`config.mk`:
```
export PLATFORM = sky130hd
export DESIGN_NAME = mini_core_cr_mem
export DESIGN_NICKNAME = d
export VERILOG_FILES = /design/src/rtl/mini_core_cr_mem.sv
export SDC_FILE = /design/constraint.sdc
export NUM_CORES = 1
export LEC_CHECK = 0
export BUFFER_PORTS_ARGS = -buffer_cell sky130_fd_sc_hd__buf_2
export CAP_MARGIN = 15
export CORE_ASPECT_RATIO = 1.25
export CORE_UTILIZATION = 45
export DETAILED_ROUTE_END_ITERATION = 12
export PLACE_DENSITY = 0.71
export SYNTH_ARGS = -nofsm -noshare
export SYNTH_HDL_FRONTEND = slang
export SYNTH_SLANG_ARGS = --single-unit
```
`constraint.sdc`:
```
create_clock -name Clk -period 7.7 [get_ports Clk]
set_clock_uncertainty 0.05 [all_clocks]
set_input_delay 0 -clock Clk [delete_from_list [all_inputs] [get_ports Clk]]
set_output_delay 0 -clock Clk [all_outputs]
set_load 0.02 [all_outputs]
```
`src/rtl/mini_core_cr_mem.sv`:
```
// Control-register slave for mini_core: RW display/LED/cursor registers plus
// synchronized switches and debounced buttons, mapped at CR_BASE.
module mini_core_cr_mem #(
    parameter logic [31:0] CR_BASE         = 32'h7000,
    parameter int          SYNC_STAGES     = 2,
    parameter int          DEBOUNCE_CYCLES = 16
) (
    input  logic        Clk,
    input  logic        Rst,
    input  logic        wr_en,
    input  logic        rd_en,
    input  logic [31:0] address,
    input  logic [31:0] wr_data,
    input  logic [3:0]  byte_en,
    output logic [31:0] rd_data,
    input  logic        Button_0,
    input  logic        Button_1,
    input  logic [9:0]  Switch,
    output logic [7:0]  SEG7_0,
    output logic [7:0]  SEG7_1,
    output logic [7:0]  SEG7_2,
    output logic [7:0]  SEG7_3,
    output logic [7:0]  SEG7_4,
    output logic [7:0]  SEG7_5,
    output logic [9:0]  LED,
    output logic [31:0] CURSOR_H,
    output logic [31:0] CURSOR_V
);
    localparam int CW  = $clog2(DEBOUNCE_CYCLES) + 1;
    localparam int NIN = 12;  // {Switch[9:0], Button_1, Button_0}

    logic [31:0] offset;
    logic        hit;
    logic [9:0]  widx;
    logic        unused_ok;

    assign offset    = address - CR_BASE;
    assign hit       = (address >= CR_BASE) && (address <= CR_BASE + 32'hFFF);
    assign widx      = offset[11:2];
    assign unused_ok = ^{offset[31:12], offset[1:0]};

    // Byte-lane merge of store data into an existing 32-bit register.
    function automatic logic [31:0] merge(input logic [31:0] old_v,
                                          input logic [31:0] new_v,
                                          input logic [3:0]  be);
        logic [31:0] r;
        r = old_v;
        for (int l = 0; l < 4; l++)
            if (be[l]) r[8*l +: 8] = new_v[8*l +: 8];
        return r;
    endfunction

    // ---------------- board input synchronizers ----------------
    logic [SYNC_STAGES-1:0][NIN-1:0] sync_q;
    logic [NIN-1:0]                  in_sync;

    // Multi-flop chain on every raw board input.
    always_ff @(posedge Clk or posedge Rst) begin
        if (Rst) begin
            sync_q <= '0;
        end else begin
            sync_q[0] <= {Switch, Button_1, Button_0};
            for (int i = 1; i < SYNC_STAGES; i++) sync_q[i] <= sync_q[i-1];
        end
    end
    assign in_sync = sync_q[SYNC_STAGES-1];

    // ---------------- button debounce ----------------
    logic [1:0] btn_stable;

    for (genvar b = 0; b < 2; b++) begin : g_db
        logic          btn_q, btn_d;
        logic [CW-1:0] cnt_q, cnt_d;

        // Accept a new level only after it differs from the stable one long enough.
        always_comb begin
            btn_d = btn_q;
            cnt_d = cnt_q;
            if (in_sync[b] == btn_q) begin
                cnt_d = '0;
            end else if (cnt_q == CW'(DEBOUNCE_CYCLES - 1)) begin
                btn_d = in_sync[b];
                cnt_d = '0;
            end else begin
                cnt_d = cnt_q + CW'(1);
            end
        end

        // Debounce state register.
        always_ff @(posedge Clk or posedge Rst) begin
            if (Rst) begin
                btn_q <= 1'b0;
                cnt_q <= '0;
            end else begin
                btn_q <= btn_d;
                cnt_q <= cnt_d;
            end
        end

        assign btn_stable[b] = btn_q;
    end

    // ---------------- RW registers and read port ----------------
    logic [5:0][7:0] seg_q, seg_d;
    logic [9:0]      led_q, led_d;
    logic [31:0]     curh_q, curh_d, curv_q, curv_d;
    logic [31:0]     rd_q, rd_d;

    // Store decode: only RW offsets take data, and only on their live lanes.
    always_comb begin
        seg_d  = seg_q;
        led_d  = led_q;
        curh_d = curh_q;
        curv_d = curv_q;
        if (wr_en && hit) begin
            case (widx)
                10'd0, 10'd1, 10'd2, 10'd3, 10'd4, 10'd5:
                    if (byte_en[0]) seg_d[widx[2:0]] = wr_data[7:0];
                10'd6: begin
                    if (byte_en[0]) led_d[7:0] = wr_data[7:0];
                    if (byte_en[1]) led_d[9:8] = wr_data[9:8];
                end
                10'd10:  curh_d = merge(curh_q, wr_data, byte_en);
                10'd11:  curv_d = merge(curv_q, wr_data, byte_en);
                default: ;
            endcase
        end
    end

    // Load mux reads pre-write register values; holds when no load is issued.
    always_comb begin
        rd_d = rd_q;
        if (rd_en) begin
            rd_d = '0;
            if (hit) begin
                case (widx)
                    10'd0, 10'd1, 10'd2, 10'd3, 10'd4, 10'd5:
                             rd_d = {24'b0, seg_q[widx[2:0]]};
                    10'd6:   rd_d = {22'b0, led_q};
                    10'd7:   rd_d = {31'b0, btn_stable[0]};
                    10'd8:   rd_d = {31'b0, btn_stable[1]};
                    10'd9:   rd_d = {22'b0, in_sync[NIN-1:2]};
                    10'd10:  rd_d = curh_q;
                    10'd11:  rd_d = curv_q;
                    default: rd_d = '0;
                endcase
            end
        end
    end

    // Register file and read data register.
    always_ff @(posedge Clk or posedge Rst) begin
        if (Rst) begin
            seg_q  <= '0;
            led_q  <= '0;
            curh_q <= '0;
            curv_q <= '0;
            rd_q   <= '0;
        end else begin
            seg_q  <= seg_d;
            led_q  <= led_d;
            curh_q <= curh_d;
            curv_q <= curv_d;
            rd_q   <= rd_d;
        end
    end

    assign rd_data  = rd_q;
    assign SEG7_0   = seg_q[0];
    assign SEG7_1   = seg_q[1];
    assign SEG7_2   = seg_q[2];
    assign SEG7_3   = seg_q[3];
    assign SEG7_4   = seg_q[4];
    assign SEG7_5   = seg_q[5];
    assign LED      = led_q;
    assign CURSOR_H = curh_q;
    assign CURSOR_V = curv_q;
endmodule
```
==> summary.txt, run 1 <==
Post-Syn Instances -> 583
Via count -> 5945
Die Y -> 153 um
CP Launch Type -> input port
CTS tree -> yes
Register area -> 4750 um2
Power Density -> 188 nW/um2
Sequential area share after synthesis -> 58.0%
Clk pin slew, worst setup/hold paths -> 80 ps
Area occupied by multi-input gates -> 3180 um2
TritonCTS Buffers -> 17
Asr flop ratio synth -> 100%
CP Capture Type -> flip-flop
Largest net degree at the start of global routing -> 120
IO Port Bufs -> 235
Tightest Pin Transition -> 908 ps
CP max FO -> 29
Fmax -> 0.349 GHz
Fill count -> 1457
Yosys warns -> 0
Nets -> 958
CTS root buf -> clkbuf_16
Synth Flop Type -> dfrtp_1
Type of the worst setup path -> in2reg
Most frequent cell after synthesis -> dfrtp_1
CTS resizes -> 0
Tmin final -> 2870 ps
Hold Crit Start -> byte_en[0]
Slew margin rel. -> 39.4%
Reg2Reg Depth -> 5
Leak Pwr -> 5.59 nW
Number of synthesized flops with an enable pin -> 0
Die extent in x -> 123 um
Synth Net Count -> 669
GRT Util Overall -> 23.9%
WL final -> 21700 um
RSZ-0062 raised after global routing -> no
Yosys cell types -> 44
Post-synth top area cell -> dfrtp_1
DRC -> 0
ANT nets after route -> 0
Maxcap violations -> 0
Row count -> 54
Number of global-route vias before repair -> 6158
Clk buf depth -> 2
Maximum VDD drop -> 0.168 mV
Hold Path End -> CURSOR_H[6]
Status -> finished clean
CP Data Required Time -> 7970 ps
DP HPWL -> 14700 um
HP Class -> in2reg
# setup viols final -> 0
Die area -> 18800 um2
TritonRoute pass-1 iters -> 4
Top cells by count, synth -> dfrtp_1 (190), mux2_2 (112), inv_1 (34)
Fraction of layout cells with a size suffix above 1 -> 48.1%
Antenna diode count -> 0
Placer Congestion -> 0.788
Post-route clock period utilization -> 37.3%
Core Area -> 17600 um2
Post-CTS Repair Setup Buffers -> 0
Initial DRC Count -> 261
Finished Core Util -> 60.7%
DR WL/cell -> 19.5 um
Synthesis-to-finish area growth -> 30.6%
Reg2reg end -> rd_data[0]
Congestion Overflow GR -> 0
Top cell type's share of synthesized area -> 58.0%
Initial antenna violation count -> 1
Worst Hold Depth -> 3
Starting Density -> 46.5%
Reg2reg start -> g_db[1].btn_q
Synth area leaders -> dfrtp_1 (58%), mux2_2 (15%), mux2_4 (2.4%), o22ai_1 (2.2%), mux4_2 (2.2%)
Worst Path Arrival -> 3140 ps
Setup TNS -> 0 ps
Max Slew Vio Count -> 0
Global-route wire length before repair -> 33800 um
Synthesis-stage register bit count -> 190
Drt via density -> 5.36
Final hold viol count -> 0
Synthesized area -> 8200 um2
Avg Inst Size Synth -> 14.1 um2
Clk_lat worst skew -> 430 ps
# IOs -> 238
Htree depth -> 4
Worst R2R Setup Slack -> 6230 ps
Total power -> 2.01 mW
CTS Sinks -> 190
routing by layer:
metal | GRT usage [%] | routed length (um) | vias to the layer above
li1 | - | - | 2717
met1 | 28.1 | 8770 | 2984
met2 | 41.9 | 11100 | 218
met3 | 6.31 | 1450 | 24
met4 | 7.72 | 355 | 2
met5 | 0 | 13 | -
cell families after synthesis:
| group | after synthesis | synth area share [%] |
|---|---|---|
| compound gates | 89 | 7.66 |
| buf+inv | 58 | 3.23 |
| fa+ha+maj | 2 | 0.305 |
| xor+xnor | 6 | 0.641 |
| simple gates | 90 | 8.42 |
| flops | 190 | 58.0 |
| mux | 148 | 21.8 |
state kept, by name, indices dropped and copies added (netlist names), 10 cells and up:
name        cells
rd_data        32
CURSOR_H       32
sync_q         12
in_sync        12
LED            10
CURSOR_V       32
g_db.cnt_q     10
placed cells by master, fill, tap and decap left out, drive strengths merged, types with 15 or more instances in the layout:
master | synthesis | layout
buf | 13 | 240
dfrtp | 190 | 190
mux2 | 125 | 125
dlygate4sd3 | 0 | 54
inv | 34 | 40
o22ai | 29 | 29
a22oi | 22 | 22
nand3 | 19 | 19
clkbuf | 11 | 17
nor2 | 16 | 16
mux2i | 15 | 15
through the flow:
stage          setup slack, ps  instances  hold slack (ps)  cell area [um2]
3_3_place_gp              5250       1023             57.9             9570
4_1_cts                   4900       1109             29.1            10700
3_5_place_dp              5220       1023             59.3             9570
6_report                  4830       1109             40.7            10700
5_1_grt                   4720       1109             47.3            10700
2_1_floorplan             2480        583            -18.6             8200
critical path: stages:
cell and delay (ps):
dlygate4sd3_1 540, buf_2 180, nor4b_1 610, and3_1 240
buf_4 390, nand3_4 260, mux2_4 350, dlygate4sd3_1 550
cell type report:
class / count / area share, %
clock inverters: 15 / 1.68
inverters: 34 / 1.26
repair buffers: 294 / 16.4
clock buffers: 17 / 3.97
well taps: 224 / 2.62
multi-input cells: 335 / 29.7
flip-flops and latches: 190 / 44.4
how the worst max path moves through the flow:
stage | startpoint | end
2_1_floorplan | Rst | CURSOR_H[0]
3_3_place_gp | address[7] | SEG7_0[6]
3_5_place_dp | address[7] | SEG7_0[6]
4_1_cts | address[5] | CURSOR_H[22]
5_1_grt | address[5] | CURSOR_H[22]
6_report | address[5] | CURSOR_H[22]
timing repair:
item                                    CTS  global route
hold buffers                             54             0
endpoints found under the hold margin   255             0
endpoints found under the setup margin    0             0
where the power goes:
part	switching, mW	total, mW	internal (mW)
clock network	0.410	0.901	0.491
registers	0.00369	1.01	1.01
logic	0.0586	0.101	0.0420
total	0.472	2.01	1.54
(Power assumes the default switching activity.)
==> inputs of run 2 (changes only) <==
- PLACE_DENSITY: 0.71 -> 0.74
- clock period: 7.7 -> 2.45 ns (I/O delays scaled with it)
==> summary.txt, run 2 (synthesis gave the netlist of run 1 again) <==
ANT nets after route -> 0
Tmin final -> 2040 ps
CTS Sinks -> 190
Clk_lat worst skew -> 430 ps
IO Port Bufs -> 235
Finished Layout Cells -> 1120
Reg2Reg Depth -> 5
Die extent in x -> 123 um
Maximum VDD drop -> 0.458 mV
Clk pin slew, worst setup/hold paths -> 80 ps
Max Slew Vio Count -> 0
Initial DRC Count -> 272
Clk buf depth -> 2
CP max FO -> 27
Type of the worst setup path -> in2reg
Drt via density -> 5.39
TritonCTS Buffers -> 17
Hold Path End -> CURSOR_H[3]
# IOs -> 238
Cells after DPL -> 1035
Die area -> 18800 um2
Fraction of layout cells with a size suffix above 1 -> 48.9%
Congestion Overflow GR -> 0
Htree depth -> 4
CTS root buf -> clkbuf_16
Largest net degree at the start of global routing -> 143
Status -> finished clean
Area occupied by multi-input gates -> 3180 um2
Reg2reg start -> SEG7_2[1]
Worst Path Arrival -> 2320 ps
CP Capture Type -> flip-flop
RSZ-0062 raised after global routing -> no
TritonRoute pass-1 iters -> 4
DP HPWL -> 15700 um
Row count -> 54
Register area -> 4750 um2
Synthesis-to-finish area growth -> 32.2%
GRT Util Overall -> 25.1%
Worst R2R Setup Slack -> 970 ps
Placer Congestion -> 0.779
HP Class -> in2reg
# setup viols final -> 0
DRC -> 0
Critical Path Start -> address[4]
Starting Density -> 46.5%
Most common cell after layout, fill and taps aside -> buf_2
Post-route setup slack -> 407 ps
CP Launch Type -> input port
Tightest Pin Transition -> 783 ps
Power Density -> 589 nW/um2
Reg2reg end -> rd_data[1]
Fill count -> 1401
Initial antenna violation count -> 1
Die Y -> 153 um
Final hold viol count -> 0
Nets -> 968
Total power -> 6.38 mW
Post-CTS Repair Setup Buffers -> 0
Maxcap violations -> 0
Core Area -> 17600 um2
Post-route clock period utilization -> 83.4%
Fmax -> 0.489 GHz
CTS resizes -> 0
Leak Pwr -> 5.65 nW
CP Data Required Time -> 2720 ps
Number of global-route vias before repair -> 6343
Worst Hold Depth -> 3
Worst slack, placed -> 351 ps
WL final -> 22700 um
Slew margin rel. -> 47.8%
Global-route wire length before repair -> 34900 um
Most frequent cells in the layout -> buf_2 (235), dfrtp_1 (190), mux2_2 (112)
Hold Crit Start -> byte_en[0]
DR WL/cell -> 20.3 um
Setup TNS -> 0 ps
CTS tree -> yes
Via count -> 6035
==> run 2: worst max-delay path: stages <==
cell and delay [ps]:
buf_2 110, nor4b_1 530, and3_1 380, buf_12 240
nand3_4 180, mux2_2 310, dlygate4sd3_1 550
==> run 2: timing repair <==
| item | 4_1_cts | 5_1_grt |
|---|---|---|
| setup endpoints to repair | 0 | 0 |
| hold endpoints to repair | 324 | 0 |
| hold buffers | 52 | 0 |
==> run 2: area by class of cell <==
| cell class | count | area share (%) |
|---|---|---|
| Sequential cell | 190 | 43.9 |
| Multi-Input combinational cell | 335 | 29.4 |
| Timing Repair Buffer | 304 | 17.2 |
| Clock buffer | 17 | 3.92 |
| Tap cell | 224 | 2.59 |
| Clock inverter | 15 | 1.86 |
| Inverter | 34 | 1.21 |
| Antenna cell | 1 | 0.0231 |
==> run 2: how the worst max path moves through the flow <==
| stage | end | slack [ps] | cells past startpoint |
|---|---|---|---|
| 2_1_floorplan | CURSOR_H[0] | -50 | 1 |
| 3_3_place_gp | SEG7_0[7] | 410 | 7 |
| 3_5_place_dp | SEG7_0[6] | 350 | 7 |
| 4_1_cts | CURSOR_H[13] | 420 | 7 |
| 5_1_grt | CURSOR_V[12] | 170 | 7 |
| 6_report | CURSOR_H[29] | 410 | 7 |
==> run 2: per-stage QoR <==
stage | instance area (um2) | utilization, % | hold WS (ps)
after floorplan | 8210 | - | -18.6
after detailed placement | 9690 | 55.0 | 59.3
after global routing | 10800 | 61.5 | 53.5
final | 10800 | 61.5 | 55.0
after CTS | 10800 | 61.5 | 40.9
after global placement | 9690 | 55.0 | 58.1
==> run 2: report_power, final <==
part / switching, mW / total, mW / internal [mW] / leakage, nW
clock: 1.32 / 2.88 / 1.56 / 0.299
combinational: 0.188 / 0.326 / 0.139 / 2.76
sequential: 0.0119 / 3.17 / 3.16 / 2.59
total: 1.52 / 6.38 / 4.86 / 5.65
==> run 2: per-layer routing <==
layer  wire [um]  global-route usage, %  vias to the layer above
li1            -                      -                     2727
met1        8890                   28.8                     3043
met2       11800                   44.4                      229
met3        1490                   6.64                       36
met4         555                   8.77                        0
met5           0                      0                        -
